**src/rtl/store_buffer_pkg.sv**
```systemverilog
// store_buffer_pkg: shared bus widths, buffer sizing and the stored entry layout
package store_buffer_pkg;
    localparam int REG_BUS       = 32;
    localparam int DATA_ADDR_BUS = 32;
    localparam int SB_DEPTH      = 4;
    localparam int SB_STARVE_MAX = 8;

    typedef struct packed {
        logic [DATA_ADDR_BUS-1:0] addr;
        logic [3:0]               sel;
        logic [REG_BUS-1:0]       data;
    } sb_entry_t;
endpackage

```
**src/rtl/store_buffer_sb_fifo.sv**
```systemverilog
// sb_fifo: ring of posted stores with occupancy tracking and parallel word-address hit detection
module sb_fifo
    import store_buffer_pkg::*;
#(
    parameter int DEPTH = SB_DEPTH
) (
    input  logic                     clk,
    input  logic                     rst,
    input  logic                     enq_i,
    input  logic                     deq_i,
    input  sb_entry_t                entry_i,
    input  logic [DATA_ADDR_BUS-3:0] cmp_word_i,
    output sb_entry_t                head_o,
    output logic                     full_o,
    output logic                     empty_o,
    output logic                     hit_o
);
    localparam int PW = $clog2(DEPTH);

    sb_entry_t        mem_q [DEPTH];
    sb_entry_t        mem_d [DEPTH];
    logic [PW-1:0]    head_q, head_d, tail_q, tail_d;
    logic [PW:0]      count_q, count_d;
    logic [DEPTH-1:0] match;

    // An entry is live when its distance from head is below the occupancy
    always_comb begin
        mem_d = mem_q;
        if (enq_i) mem_d[tail_q] = entry_i;
        head_d  = head_q + PW'(deq_i);
        tail_d  = tail_q + PW'(enq_i);
        count_d = count_q + (PW+1)'(enq_i) - (PW+1)'(deq_i);
        match   = '0;
        for (int i = 0; i < DEPTH; i++)
            match[i] = ({1'b0, PW'(i) - head_q} < count_q) &&
                       (mem_q[i].addr[DATA_ADDR_BUS-1:2] == cmp_word_i);
    end

    always_ff @(posedge clk or negedge rst) begin
        if (!rst) begin
            head_q  <= '0;
            tail_q  <= '0;
            count_q <= '0;
        end else begin
            head_q  <= head_d;
            tail_q  <= tail_d;
            count_q <= count_d;
        end
    end

    always_ff @(posedge clk) mem_q <= mem_d;

    assign head_o  = mem_q[head_q];
    assign full_o  = count_q == (PW+1)'(DEPTH);
    assign empty_o = count_q == '0;
    assign hit_o   = |match;
endmodule

```
**src/rtl/store_buffer.sv**
```systemverilog
// store_buffer: posted-write buffer arbitrating one memory port between load pass-through and store drain
module store_buffer
    import store_buffer_pkg::*;
#(
    parameter int DEPTH      = SB_DEPTH,
    parameter int STARVE_MAX = SB_STARVE_MAX
) (
    input  logic                     clk,
    input  logic                     rst,
    input  logic                     cpu_ce_i,
    input  logic                     cpu_we_i,
    input  logic [DATA_ADDR_BUS-1:0] cpu_addr_i,
    input  logic [3:0]               cpu_sel_i,
    input  logic [REG_BUS-1:0]       cpu_data_i,
    output logic [REG_BUS-1:0]       cpu_data_o,
    input  logic                     fence_i,
    output logic                     stall_o,
    output logic                     empty_o,
    output logic                     ram_ce_o,
    output logic                     ram_we_o,
    output logic [DATA_ADDR_BUS-1:0] ram_addr_o,
    output logic [3:0]               ram_sel_o,
    output logic [REG_BUS-1:0]       ram_data_o,
    input  logic [REG_BUS-1:0]       ram_data_i
);
    localparam int SW = $clog2(STARVE_MAX + 1);

    logic [SW-1:0] starve_q, starve_d;
    logic          load, store, hit, full, empty, force_drain, fence_hold, pass, drain, enq;
    sb_entry_t     head;

    sb_fifo #(.DEPTH(DEPTH)) u_fifo (
        .clk        (clk),
        .rst        (rst),
        .enq_i      (enq),
        .deq_i      (drain),
        .entry_i    ({cpu_addr_i, cpu_sel_i, cpu_data_i}),
        .cmp_word_i (cpu_addr_i[DATA_ADDR_BUS-1:2]),
        .head_o     (head),
        .full_o     (full),
        .empty_o    (empty),
        .hit_o      (hit)
    );

    // Requests are masked while reset is held so the port stays quiet
    always_comb begin
        load        = rst && cpu_ce_i && !cpu_we_i;
        store       = rst && cpu_ce_i && cpu_we_i;
        fence_hold  = rst && fence_i && !empty;
        force_drain = !empty && (starve_q == SW'(STARVE_MAX));
        pass        = load && !hit && !force_drain && !fence_hold;
        drain       = !empty && !pass;
        stall_o     = fence_hold || (load && !pass) || (store && full);
        enq         = store && !stall_o;
        starve_d    = drain ? '0 : (pass && !empty) ? starve_q + 1'b1 : starve_q;
        empty_o     = empty;
        ram_ce_o    = pass || drain;
        ram_we_o    = drain;
        ram_addr_o  = drain ? head.addr : pass ? cpu_addr_i : '0;
        ram_sel_o   = drain ? head.sel : pass ? cpu_sel_i : '0;
        ram_data_o  = drain ? head.data : '0;
        cpu_data_o  = pass ? ram_data_i : '0;
    end

    always_ff @(posedge clk or negedge rst) begin
        if (!rst) starve_q <= '0;
        else      starve_q <= starve_d;
    end
endmodule

```
**config.mk**
```make
export PLATFORM = sky130hd
export DESIGN_NAME = store_buffer
export DESIGN_NICKNAME = d
export VERILOG_FILES = /design/src/rtl/store_buffer_pkg.sv /design/src/rtl/store_buffer_sb_fifo.sv /design/src/rtl/store_buffer.sv
export SDC_FILE = /design/constraint.sdc
export NUM_CORES = 1
export LEC_CHECK = 0
export ABC_AREA = 1
export ABC_CLOCK_PERIOD_IN_PS = 9050
export CORE_AREA = 10 10 266 166
export DETAILED_ROUTE_END_ITERATION = 6
export DIE_AREA = 0 0 276 176
export PLACE_DENSITY = 0.63
export REMOVE_ABC_BUFFERS = 1
export SETUP_SLACK_MARGIN = 0.1
export SYNTH_ARGS = -nofsm -noshare
export SYNTH_HDL_FRONTEND = slang
export SYNTH_SLANG_ARGS = --single-unit
```
**constraint.sdc**
```tcl
create_clock -name clk -period 9.05 [get_ports clk]
set_input_delay 1.81 -clock clk [delete_from_list [all_inputs] [get_ports clk]]
set_output_delay 1.81 -clock clk [all_outputs]
set_load 0.05 [all_outputs]
```
==> results.yml <==
place:
  dpl.hpwl_microns: 26500
  portBuffers: 208
  dp_worst_setup_slack_ns: 1.79
  dpl_cell_area_sq_um: 16200
  gp_congestion: 0.889
sta:
  drv_slew: 0
  worstMarginPinSlew_ns: 0.977
  fin_tns_setup_ns: 0
  fin_crit_ns: 7.36
  max_freq_mhz: 136
  finalClockSkew_ns: 0.0280
  post-route-period-util_pct: 81.4
  relSlewSlack_pct: 34.9
  rsz0062_at_grt: "no"
  setup_viol_count_final: 0
  hold_viol_final: 0
  fin_ws_ns: 1.69
critical_path:
  cp-start-kind: "input port"
  timing.rr.end: "u_fifo.count_q[2]$_DFF_PN0_"
  worstPathCellList: "clkdlybuf4s50_1 > xnor2_1 > nor2b_1 > nand2_1 > nor2_1 > nand3_1 > nor2_1 > nor2_1 > nand3_4 > buf_4 > nand3_1 > nand2_1 > clkdlybuf4s50_1"
  setup.worst_path.class: "input port to output pin"
  cp-end-kind: "output pin"
  max_stage_delay_ns: 0.80
  rrSetupSlack_ns: 4.72
  crit_top_cell: "nor2_1"
  worst_ep_arrival_time_ns: 5.55
  path_max_fanout: 55
  required_ns: 7.24
  reg2reg_from: "u_fifo.head_q[1]$_DFF_PN0_"
  cp_slowest_cell: "clkdlybuf4s50_1"
  r2r_cells: 24
  crit_start: "cpu_addr_i[16]"
  cp-endpoint: "ram_addr_o[10]"
outcome:
  status: "completed"
clock_network:
  cts.repair.resized: 0
  cts_tree: "yes"
  h-tree-depth: 1
  clkSlewWorstSetupHoldPaths_ns: 0.07
  cts.sinks: 283
  clk_latency_ns: 0.56
  clockBufferDepth: 3
  cts_root_buf: "clkbuf_16"
  cts_setup_buffers: 0
  hold_buffers: 0
  cts_buffers: 28
pwr:
  ir_drop_mv: 0.161
  p_total_mw: 5.19
  power_density_nw_per_um2: 304
  switching_share_pct: 43.6
  seqPwrFrac_pct: 30.1
  power.leakage_nw: 6.45
  p_sw_mw: 2.26
  intPower_mw: 2.92
  clkPwrFrac_pct: 21.1
  p_comb_share_pct: 48.8
synth:
  synthArstFlopShare_pct: 3.89
  yosys_warnings: 0
  netlist_instances: 1272
  ys_types: 41
  ys_seq_area_share_pct: 61.9
  synth_top_area_share_pct: 59.9
  ys_top_cells_by_area: "edfxtp_1 (60%), nand2_1 (7.2%), nand3_1 (3.7%)"
  synth_edf_count: 272
  synth.top_cells.by_count: "edfxtp_1 (272), nand2_1 (263), nor2_1 (130)"
  ys_seq_elements: 283
  yosysMostFrequentCell: "edfxtp_1"
  synth_area_sq_um: 13600
  syn_area_per_cell_sq_um: 10.7
  ys_dominant_reg_cell: "edfxtp_1"
  yosysTopAreaCell: "edfxtp_1"
run:
  maxCapViolCount: 0
global_route:
  grtUsageTotal_pct: 15.8
  antenna_found_initial: 2
  grt_pass1_vias: 10200
  grt_max_degree: 63
  grt_overflow: 0
  grt_pass1_wl_microns: 61100
final_layout:
  fin_area_sq_um: 17100
  antennaDiodeCount: 0
  fin_nets: 1571
  nFillCells: 3780
  area_growth_pct: 25.1
  drive_above_1_share_pct: 7.12
  finish.utilization_pct: 43.0
floorplan:
  pin_count: 209
  fp-row-count: 57
  start_util_pct: 34.4
  die_area_sq_um: 48600
  die_w_microns: 276
  die_h_microns: 176
  coreArea_sq_um: 39700
routing:
  drt_iter0_markers: 940
  routed_wirelength_microns: 39700
  drtPass1Iterations: 5
  wl_per_cell_microns: 19.8
  route.detailed.drc: 0
  via_per_inst: 4.99
  vias: 10000
  ant_nets: 0
min_path:
  min_path_type: "flop to flop"
## layout by cell type, fill, tap and decap left out, types with 9 or more instances in the layout
cell type / n
edfxtp_1: 272
nand2_1: 263
clkdlybuf4s50_1: 208
nor2_1: 126
inv_1: 118
nand3_1: 101
xor2_1: 47
xnor2_1: 34
a22oi_1: 33
a22o_1: 32
a221oi_1: 32
nor2_2: 29
clkbuf_16: 29
buf_4: 17
dfrtp_1: 11
o22ai_1: 10
ha_1: 10
inv_2: 9
nand4_1: 9
o21ai_0: 9
clkinv_1: 9
a221o_1: 9
## registers in the layout, indices dropped and copies added, names as in the netlist
register,count
u_fifo.mem_q,272
u_fifo.head_q,2
starve_q,4
u_fifo.tail_q,2
u_fifo.count_q,3
## cells by family after synthesis
family | Yosys count | synth area share (%)
flops | 283 | 61.9
buf+inv | 200 | 6.20
simple gates | 553 | 17.2
fa+ha+maj | 11 | 1.06
xor+xnor | 81 | 5.20
compound gates | 144 | 8.41
## how the worst min path moves through the flow
stage,startpoint,end,slack (ns),cells past startpoint
finish,starve_q[1]$_DFFE_PN0P_,starve_q[1]$_DFFE_PN0P_,0.56,2
global route,starve_q[0]$_DFFE_PN0P_,starve_q[0]$_DFFE_PN0P_,0.58,2
CTS,u_fifo.tail_q[1]$_DFF_PN0_,u_fifo.tail_q[1]$_DFF_PN0_,0.55,1
detailed placement,starve_q[0]$_DFFE_PN0P_,starve_q[0]$_DFFE_PN0P_,0.54,2
global placement,starve_q[1]$_DFFE_PN0P_,starve_q[1]$_DFFE_PN0P_,0.52,2
floorplan,u_fifo.tail_q[1]$_DFF_PN0_,u_fifo.tail_q[1]$_DFF_PN0_,0.48,1
## metal layers
layer  GRT usage (%)  vias to the layer above  wire length (microns)
met2            24.7                      336                  17800
met5               0                        -                      0
met4            2.41                        0                    530
li1                -                     4761                      -
met1            22.5                     4859                  18400
met3            3.60                       46                   2910
## power groups by stage
stage               clock, mW  sequential [mW]  combinational (mW)
global route             1.18             1.57                2.71
finish                   1.09             1.56                2.53
global placement            0             1.59                2.55
detailed placement          0             1.59                2.56
CTS                      1.12             1.56                2.57
floorplan                   0             1.58                1.63
## per-stage QoR
stage / cells / hold WS [ns]
finish: 2006 / 0.556
global route: 2006 / 0.581
CTS: 2006 / 0.551
detailed placement: 1956 / 0.536
global placement: 1956 / 0.524
floorplan: 1200 / 0.485
## layout make-up
type	count	area, sq um	share of cell area, %
timing repair buffer	225	2210	12.9
multi-input combinational	789	4420	25.9
clock buffer	33	741	4.34
inverter	128	480	2.81
sequential	283	8440	49.5
tap	531	664	3.89
clock inverter	17	108	0.630
## critical path: cells and delay by family
family                 cells  cell delay [ns]
buffers and inverters      3             1.96
XOR/XNOR                   1             0.42
AND/OR/NAND/NOR            9             1.28
No activity file was read; power rests on OpenSTA's default activity.
